`src/rtl/archon_ovr_pkg.sv`:
```
// Shared types and constants for the override sequencer: FSM states, posture
// codes, config bus addresses and hazard level codes.
package archon_ovr_pkg;

  typedef enum logic [2:0] {
    ST_IDLE     = 3'd0,
    ST_STALL    = 3'd1,
    ST_FLUSH    = 3'd2,
    ST_COOLDOWN = 3'd3
  } seq_state_e;

  typedef enum logic [1:0] {
    POST_NORMAL   = 2'd0,
    POST_MONITOR  = 2'd1,
    POST_HIGH     = 2'd2,
    POST_CRITICAL = 2'd3
  } posture_e;

  typedef enum logic [1:0] {
    LVL_NONE = 2'd0,
    LVL_LOW  = 2'd1,
    LVL_MED  = 2'd2,
    LVL_CRIT = 2'd3
  } hazard_level_e;

  localparam logic [1:0] CFG_ADDR_FLUSH_THR = 2'd0;
  localparam logic [1:0] CFG_ADDR_STALL_THR = 2'd1;
  localparam logic [1:0] CFG_ADDR_POSTURE   = 2'd2;
  localparam logic [1:0] CFG_ADDR_CLR_ESC   = 2'd3;

endpackage

```
`src/rtl/archon_threshold_scaler.sv`:
```
// Combinational posture scaling of a base threshold: higher postures lower the
// threshold so the override unit reacts earlier.
module archon_threshold_scaler
  import archon_ovr_pkg::*;
#(
  parameter int THR_W = 21
) (
  input  logic [THR_W-1:0] base,
  input  logic [1:0]       posture,
  output logic [THR_W-1:0] scaled
);

  always_comb begin
    scaled = base;
    case (posture)
      POST_NORMAL:   scaled = base;
      POST_MONITOR:  scaled = base - (base >> 3);
      POST_HIGH:     scaled = base - (base >> 2);
      POST_CRITICAL: scaled = base >> 1;
      default:       scaled = base;
    endcase
  end

endmodule

```
`src/rtl/archon_override_sequencer.sv`:
```
// Turns hazard override flush/stall requests into pipeline control and drives
// the override unit's posture and thresholds. Optional stats: ARCHON_OVR_STATS_EN.
module archon_override_sequencer
  import archon_ovr_pkg::*;
#(
  parameter int               THR_W          = 21,
  parameter logic [THR_W-1:0] DEF_FLUSH_THR  = THR_W'(400000),
  parameter logic [THR_W-1:0] DEF_STALL_THR  = THR_W'(150000),
  parameter int               STALL_HOLD_CYC = 4,
  parameter int               COOLDOWN_CYC   = 8,
  parameter int               ESC_LIMIT      = 3,
  parameter int               ESC_WINDOW     = 64
) (
  input  logic             clk,
  input  logic             rst,
  input  logic             cfg_we,
  input  logic [1:0]       cfg_addr,
  input  logic [THR_W-1:0] cfg_wdata,
  input  logic [1:0]       ml_action_in,
  input  logic             aho_flush_req,
  input  logic             aho_stall_req,
  input  logic [1:0]       aho_level,
  output logic             pipe_flush_req,
  input  logic             pipe_flush_ack,
  output logic             pipe_stall,
  output logic [1:0]       ml_predicted_action,
  output logic [THR_W-1:0] scaled_flush_threshold,
  output logic [THR_W-1:0] scaled_stall_threshold,
  output logic [2:0]       seq_state,
  output logic [1:0]       esc_count
`ifdef ARCHON_OVR_STATS_EN
  ,
  output logic [15:0]      stat_flush_cnt,
  output logic [15:0]      stat_stall_cnt,
  output logic [15:0]      stat_esc_cnt
`endif
);

  localparam int HOLD_W = $clog2(STALL_HOLD_CYC + 1);
  localparam int CD_W   = $clog2(COOLDOWN_CYC + 1);
  localparam int IDLE_W = $clog2(ESC_WINDOW + 1);

  seq_state_e        state_q, state_d;
  logic [HOLD_W-1:0] hold_q, hold_d;
  logic [CD_W-1:0]   cd_q, cd_d;
  logic [IDLE_W-1:0] idle_q, idle_d;
  logic [1:0]        esc_q, esc_d, esc_inc;
  logic [THR_W-1:0]  base_flush_q, base_stall_q;
  logic [THR_W-1:0]  scaled_flush_c, scaled_stall_c;
  logic              ovr_en_q;
  logic [1:0]        ovr_val_q;
  logic [1:0]        eff_posture;

  assign eff_posture = ovr_en_q ? ovr_val_q : ml_action_in;
  assign esc_inc     = (esc_q == 2'd3) ? 2'd3 : esc_q + 2'd1;
  assign seq_state   = state_q;
  assign esc_count   = esc_q;

  archon_threshold_scaler #(.THR_W(THR_W)) u_flush_scaler (
    .base    (base_flush_q),
    .posture (eff_posture),
    .scaled  (scaled_flush_c)
  );

  archon_threshold_scaler #(.THR_W(THR_W)) u_stall_scaler (
    .base    (base_stall_q),
    .posture (eff_posture),
    .scaled  (scaled_stall_c)
  );

  always_ff @(posedge clk or posedge rst) begin
    if (rst) begin
      base_flush_q <= DEF_FLUSH_THR;
      base_stall_q <= DEF_STALL_THR;
      ovr_en_q     <= 1'b0;
      ovr_val_q    <= POST_NORMAL;
    end else if (cfg_we) begin
      case (cfg_addr)
        CFG_ADDR_FLUSH_THR: base_flush_q <= cfg_wdata;
        CFG_ADDR_STALL_THR: base_stall_q <= cfg_wdata;
        CFG_ADDR_POSTURE: begin
          ovr_en_q  <= cfg_wdata[2];
          ovr_val_q <= cfg_wdata[1:0];
        end
        default: ;
      endcase
    end
  end

  // Posture and thresholds only track their sources while idle, so an
  // in-flight episode sees a stable configuration.
  always_ff @(posedge clk or posedge rst) begin
    if (rst) begin
      ml_predicted_action    <= POST_NORMAL;
      scaled_flush_threshold <= DEF_FLUSH_THR;
      scaled_stall_threshold <= DEF_STALL_THR;
    end else if (state_q == ST_IDLE) begin
      ml_predicted_action    <= eff_posture;
      scaled_flush_threshold <= scaled_flush_c;
      scaled_stall_threshold <= scaled_stall_c;
    end
  end

  always_ff @(posedge clk or posedge rst) begin
    if (rst) begin
      state_q        <= ST_IDLE;
      hold_q         <= '0;
      cd_q           <= '0;
      idle_q         <= '0;
      esc_q          <= '0;
      pipe_stall     <= 1'b0;
      pipe_flush_req <= 1'b0;
    end else begin
      state_q        <= state_d;
      hold_q         <= hold_d;
      cd_q           <= cd_d;
      idle_q         <= idle_d;
      esc_q          <= esc_d;
      pipe_stall     <= (state_d == ST_STALL) || (state_d == ST_FLUSH);
      pipe_flush_req <= (state_d == ST_FLUSH);
    end
  end

  always_comb begin
    state_d = state_q;
    hold_d  = hold_q;
    cd_d    = cd_q;
    idle_d  = '0;
    esc_d   = esc_q;
    case (state_q)
      ST_IDLE: begin
        if (idle_q == IDLE_W'(ESC_WINDOW - 1)) begin
          esc_d = '0;
        end else begin
          idle_d = idle_q + IDLE_W'(1);
        end
        if (aho_flush_req) begin
          state_d = ST_FLUSH;
          idle_d  = '0;
        end else if (aho_stall_req) begin
          state_d = ST_STALL;
          hold_d  = HOLD_W'(STALL_HOLD_CYC);
          idle_d  = '0;
        end
      end
      ST_STALL: begin
        if (hold_q != '0) hold_d = hold_q - HOLD_W'(1);
        if (aho_flush_req) begin
          state_d = ST_FLUSH;
        end else if ((hold_q <= HOLD_W'(1)) && !aho_stall_req) begin
          if (int'(esc_inc) >= ESC_LIMIT) begin
            state_d = ST_FLUSH;
            esc_d   = '0;
          end else begin
            state_d = ST_IDLE;
            esc_d   = esc_inc;
          end
        end
      end
      ST_FLUSH: begin
        if (pipe_flush_ack && pipe_flush_req) begin
          state_d = ST_COOLDOWN;
          cd_d    = CD_W'(COOLDOWN_CYC);
          esc_d   = '0;
        end
      end
      ST_COOLDOWN: begin
        if (cd_q != '0) cd_d = cd_q - CD_W'(1);
        if (aho_flush_req && (aho_level == LVL_CRIT)) begin
          state_d = ST_FLUSH;
        end else if (cd_q <= CD_W'(1)) begin
          state_d = ST_IDLE;
        end
      end
      default: state_d = ST_IDLE;
    endcase
    // An explicit clear from the config bus overrides any count update.
    if (cfg_we && (cfg_addr == CFG_ADDR_CLR_ESC)) esc_d = '0;
  end

`ifdef ARCHON_OVR_STATS_EN
  logic flush_entry, stall_entry, esc_flush;

  assign flush_entry = (state_d == ST_FLUSH) && (state_q != ST_FLUSH);
  assign stall_entry = (state_d == ST_STALL) && (state_q != ST_STALL);
  assign esc_flush   = (state_q == ST_STALL) && (state_d == ST_FLUSH) && !aho_flush_req;

  always_ff @(posedge clk or posedge rst) begin
    if (rst) begin
      stat_flush_cnt <= '0;
      stat_stall_cnt <= '0;
      stat_esc_cnt   <= '0;
    end else if (cfg_we && (cfg_addr == CFG_ADDR_CLR_ESC)) begin
      stat_flush_cnt <= '0;
      stat_stall_cnt <= '0;
      stat_esc_cnt   <= '0;
    end else begin
      if (flush_entry && (stat_flush_cnt != 16'hFFFF)) stat_flush_cnt <= stat_flush_cnt + 16'd1;
      if (stall_entry && (stat_stall_cnt != 16'hFFFF)) stat_stall_cnt <= stat_stall_cnt + 16'd1;
      if (esc_flush && (stat_esc_cnt != 16'hFFFF))     stat_esc_cnt   <= stat_esc_cnt + 16'd1;
    end
  end
`endif

endmodule

```
`config.mk`:
```
export PLATFORM = sky130hd
export DESIGN_NAME = archon_override_sequencer
export DESIGN_NICKNAME = d
export VERILOG_FILES = /design/src/rtl/archon_ovr_pkg.sv /design/src/rtl/archon_threshold_scaler.sv /design/src/rtl/archon_override_sequencer.sv
export SDC_FILE = /design/constraint.sdc
export NUM_CORES = 1
export LEC_CHECK = 0
export CORE_MARGIN = 2
export CORE_UTILIZATION = 30
export CTS_CLUSTER_DIAMETER = 30
export DETAILED_ROUTE_END_ITERATION = 10
export PLACE_DENSITY = 0.59
export REMOVE_ABC_BUFFERS = 1
export SLEW_MARGIN = 40
export SYNTH_ARGS = -nofsm -noshare
export SYNTH_HDL_FRONTEND = slang
export SYNTH_SLANG_ARGS = --single-unit
export TNS_END_PERCENT = 50
```
`constraint.sdc`:
```
create_clock -name clk -period 10.95 [get_ports clk]
set_clock_uncertainty 0.05 [all_clocks]
set_input_delay 3.285 -clock clk [delete_from_list [all_inputs] [get_ports clk]]
set_output_delay 3.285 -clock clk [all_outputs]
set_load 0.05 [all_outputs]
```
Yosys cells after proc, flatten, opt, wreduce, memory -nomap -nowiden --
Cells that the tools add are included. W data, S select, Z words.
Storage, ports and cells: bits in registers 110, logic and storage cells 99
Operators by class: add/subtract/negate cells 8, muxes and demuxes 31, magnitude comparators 3, reduce and logical (&&, ||, !) cells 20, equality and inequality tests 23
Operator list (count):
- $pmux W21 S4 | 2
- $sub A21 B18 Y21 | 2
- $sub A21 B19 Y21 | 2
- $mux W3 | 10
- $mux W7 | 4
- $mux W2 | 9
- $eq A2 B2 Y1 const B | 6
- $pmux W3 S4 | 1
- $ne A2 B2 Y1 const B | 5
- $eq A3 B2 Y1 const B | 3
- $ne A3 B3 Y1 const B | 3
- $mux W4 | 2
- $pmux W4 S2 | 1
- $reduce_bool A4 Y1 | 2
- $add A7 B1 Y7 const B | 1
- $eq A7 B6 Y1 const B | 1
- $eq A3 B1 Y1 const B | 2
- $pmux W2 S3 | 1
- $pmux W3 S2 | 1
- $reduce_and A2 Y1 | 3
- $reduce_and A5 Y1 | 1
- $eq A2 B1 Y1 const B | 2
- $le A4 B1 Y1 const B | 1
- $logic_and A1 B1 Y1 | 4
- other kinds (14) | 16

Depth between registers and ports, before layout --
depth in word-level cells 9, mapped depth 15, mapped depth without buffers 14

By module --
Synthesis repeated with hierarchy kept, for this count alone.
Second synthesis, totals: cells, all modules 784, area total of the unflattened synthesis 7828.8 um2
Modules (own cells, without submodules):
- archon_override_sequencer | area each 4499.3 um2, times used 1, cells an instance 306
- archon_threshold_scaler at u_flush_scaler | area each 1699.1 um2, times used 1, cells an instance 242
- archon_threshold_scaler at u_stall_scaler | area each 1630.3 um2, times used 1, cells an instance 236

Worst setup path before layout --
No wires, ideal clock.
path type input to register, from input ml_action_in[0], to register scaled_flush_threshold[20], data arrival time 6692 ps, buffers on the path 2, stages on the path 13, data required time 10773 ps, setup slack 4081 ps, cell sequence mux2i_1 -> ha_1 -> clkbuf_1 -> buf_1 -> mux2i_1 -> fa_1 -> a21o_1 -> a311o_1 -> and3_4 -> a21bo_1 -> a221oi_2 -> xnor2_1 -> o21ai_1
On the way: cells in the longest elaborated chain, start to end 3, elaborated cells on any way between the ends 6, classes of those cells eq/ne (3); mux (2); reduce/logical (1)
RTL lines:
- start, declared | line archon_override_sequencer.sv:19 | input logic [1:0] ml_action_in,
- $mux W2 (*) | line archon_override_sequencer.sv:54 | assign eff_posture = ovr_en_q ? ovr_val_q : ml_action_in;
- $eq A2 B2 Y1 (tied with other cells) | line archon_threshold_scaler.sv:15 | case (posture)
- $pmux W21 S4 (*) | line archon_threshold_scaler.sv:15
- end signal, assigned | line archon_override_sequencer.sv:99 | scaled_flush_threshold <= scaled_flush_c;
- end, declared | line archon_override_sequencer.sv:27 | output logic [THR_W-1:0] scaled_flush_threshold,
Mark *: on every way between the ends. The rest lies on a longest branch, timed or not. A chain may end at the register's enable or synchronous reset.

Worst setup path in the final report --
from input ml_action_in[0], to register scaled_stall_threshold[20]
On the way: cells in the longest elaborated chain, start to end 3, elaborated cells on any way between the ends 6, classes of those cells eq/ne (3); mux (2); reduce/logical (1)
RTL lines:
- $mux W2 (*) | line archon_override_sequencer.sv:54
- $eq A2 B2 Y1 (tied with other cells) | line archon_threshold_scaler.sv:15
- $pmux W21 S4 (*) | line archon_threshold_scaler.sv:15
- end signal, assigned | line archon_override_sequencer.sv:100 | scaled_stall_threshold <= scaled_stall_c;
- end, declared | line archon_override_sequencer.sv:28 | output logic [THR_W-1:0] scaled_stall_threshold,
Marked as above.

==> reports/results.txt <==
The run finished with clean final reports. TritonCTS built the clock tree. The final routed DRC violation total was 0. Max-cap violations in this run came to 0. In this run the power density over the cells is 260 nW/um2. The logs give 2,654 for the count of fill cells added during filler insertion and 971 for the net count of the finished layout.

The average instance area after synthesis came out at 9.14 um2. The share of the synthesized area in the top cell type was 0.268; the number of setup violations in the final report was 0. For the worst setup path, the data arrival time is 7360 ps. The run gives 11,140 ps as the endpoint required time on the critical path. The synthesized flop and latch total works out to 110.

The antenna diode count is 0. Counting distinct cell types in the post-synthesis netlist gives 63. The analysis attributes to cell leakage a power of 3.64 nW. The number of enable flip-flop cells after synthesis works out to 0.

The fraction of registers with async set/reset came out at 1.00. The combinational family with the most area after synthesis was compound AO/OA/AOI/OAI gates. The synthesized design spends more area on one cell type than any other, namely dfrtp_1.

The met1 capacity usage during global routing is 0.236, and the share of synthesized cell area in and, or, nand and nor gates is 0.127. After the first detailed-routing iteration, the DRC count stood at 471. The die is 164 um wide. The aggregate routed wire length was 21,500 um; the fraction of final layout cells with drive strength greater than 1 was 0.128.

By instance count, the leading cell after synthesis is nand2_1. The run gives 84 as the I/O pin total. The first global-routing pass estimated 35,200 um of wire. Detailed placement finished with a half-perimeter wire length of 15,100 um. The length of the first detailed-routing pass in iterations came out at 5.

The tools report the CTS root buffer as clkbuf_16. For the area inside the core boundary, the log shows 25,100 um2. Setup total negative slack on the finished layout was measured at 0 ps. Adder-cell share of the synthesized area: 0.0820. Detailed routing inserted a total of 6,611 vias.

The total count of hold-check failures in the final report was 0; the clock latency at the later pin of the worst-skew pair was 360 ps. The height of the die is 164 um. Setup repair after global routing left no endpoint under its margin.

The number of setup buffers added after CTS is 0. The run gives 2 as the clock tree buffer depth. The congestion estimate from routability-driven global placement came to 0.881. Across the VDD grid, the largest voltage drop is 144 uV.

After synthesis, the cell types taking the most area are dfrtp_1 27%, dfstp_2 9.6%, ha_1 7.7%, mux2_2 7.1%, mux2i_1 5.2%. After clock tree synthesis, the clock-pin slew on the worst setup and hold paths is 70 ps. The class of the tightest hold or removal check was flop to flop. For the number of hold buffers added after CTS, the log shows 0. The tools report the total standard cell area after synthesis as 7660 um2. The endpoint class of the critical path is a flop.

The count of input and output buffers came out at 83. The worst setup path is launched from a primary input. The worst path in the final design needs a cycle of 7170 ps, including I/O delays and setup. The post-synthesis mux area share is 0.123, and the total number of H-tree levels is 3.

In the synthesized netlist, the cells that appear most often are 87 x nand2_1, 82 x dfrtp_1, 72 x o21ai_0, 48 x clkbuf_1, 48 x mux2_2. The logs give 57 for the maximum number of pins on one net before global-route repair and 2.36 mW for the final total power. After global routing, the most crowded layer is met2. The logs give 0.0303 for the global-route met3 utilization and 0 for the max-slew violation count. The run gives 0 as the final antenna-violating net count.

The tools report the starting density of the core as 0.305. The met2 usage in global routing is 0.261, and the via density per instance is 5.40. The share of the clock period used by the worst path was 0.655; the number of CTS-inserted buffers was 9. The cell count after synthesis was 838; the clock sink count was 110. Derived from the worst setup path, the maximum achievable clock frequency is 139 MHz. The run gives 0 as the warning count from the yosys run. The parity-gate share of the synthesized area counting xor and xnor cells was 0.0400; the complex-gate fraction of the synthesized area was 0.226.

Among all flip-flop cells after synthesis, the most frequent one is dfrtp_1. The relative slew slack was 0.521; the wire length per cell was 17.5 um. In this run the worst path has a maximum fanout of 19.

Global routing finished with a remaining overflow of 0. The logs give 0.364 for the sequential element share of the synthesized area and 0 for the number of antenna violations at the first check in global routing. Startpoint-to-endpoint class of the critical path: primary input to flop. The slew of the pin with the lowest slew margin works out to 718 ps.

The number of global-route vias before repair was 6,542. From synthesis to final layout, the design area changed by 18.7%. The logs give 26,800 um2 for the die outline area and 58 for the number of placement rows. The overall fraction of global-route tracks in use is 0.165, and the number of resized instances in the post-cts repair step is 0.
==> path summary, 6_finish.rpt <==
path	to	slack [ps]	cells past startpoint	startpoint
max	scaled_stall_threshold[20]	3780	14	ml_action_in[0]
min	scaled_stall_threshold[6]	410	2	scaled_stall_threshold[6]
max reg2reg	scaled_stall_threshold[20]	6660	13	ovr_en_q
min reg2reg	scaled_stall_threshold[6]	410	2	scaled_stall_threshold[6]
max in group asynchronous	scaled_stall_threshold[15]	6330	3	rst
min in group asynchronous	hold_q[1]	3330	2	rst
==> sequential cells by signal (all words and copies together) (netlist names) <==
signal / count
esc_count: 2
hold_q: 3
pipe_flush_req: 1
base_flush_q: 21
cd_q: 4
scaled_flush_threshold: 21
pipe_stall: 1
base_stall_q: 21
idle_q: 7
ml_predicted_action: 2
scaled_stall_threshold: 21
ovr_val_q: 2
seq_state: 3
ovr_en_q: 1
==> area by class of cell <==
class,instances,area [um2],share of cell area
multi-input combinational,649,4590,0.505
sequential,110,2790,0.307
timing repair buffer,93,906,0.0996
tap,330,413,0.0454
clock buffer,11,253,0.0278
inverter,26,100,0.0110
clock inverter,5,42.5,0.00468
==> stage by stage <==
stage / hold slack (ps) / setup slack, ps / cell area, um2 / utilization / cells
after floorplan: 383 / 4150 / 7460 / - / 785
after global placement: 402 / 3280 / 8790 / 0.350 / 1207
after detailed placement: 409 / 3480 / 8800 / 0.350 / 1208
after CTS: 422 / 3830 / 9090 / 0.362 / 1224
after global routing: 443 / 3480 / 9090 / 0.362 / 1224
final: 414 / 3780 / 9090 / 0.362 / 1224
==> cells in the final DEF (no fill, tap or decap), types with 17 or more instances in the layout <==
master / n
nand2_1: 87
clkdlybuf4s50_1: 83
dfrtp_1: 82
o21ai_0: 72
mux2_2: 48
a21oi_1: 46
ha_1: 46
nor2_1: 40
mux2i_1: 40
o21ai_1: 33
dfstp_2: 28
inv_1: 24
xnor2_1: 22
o211ai_1: 18
a221oi_1: 17
==> report_power, final <==
group	leakage [nW]	internal (mW)	switching, mW	total [mW]
sequential	1.30	0.540	0.118	0.658
combinational	2.21	0.532	0.840	1.37
clock	0.142	0.169	0.164	0.333
total	3.64	1.24	1.12	2.36
==> metal layers <==
layer / vias to the layer above / wire length (um)
li1: 3176 / -
met1: 3267 / 10800
met2: 158 / 9550
met3: 10 / 962
met4: 0 / 161
met5: - / 0
==> cells by family after synthesis <==
kind of cell | count (synthesis)
AOI/OAI and AO/OA | 272
and+or+nand+nor | 204
DFF | 110
muxes | 88
buffers and inverters | 79
adders and majority gates | 49
xor gates and xnor gates | 35
other | 1
==> worst max-delay path, cell delays in order <==
cell and delay [ps]:
clkdlybuf4s50_1 430, mux2i_1 400, ha_1 250, buf_4 390
mux2_2 390, ha_1 210, fa_1 410, nor2b_1 170
nor3_1 60, o21ai_1 450, a21oi_1 230, o41ai_1 420
xor2_1 180, o21ai_1 70
Power figures use the tool's default switching activity.
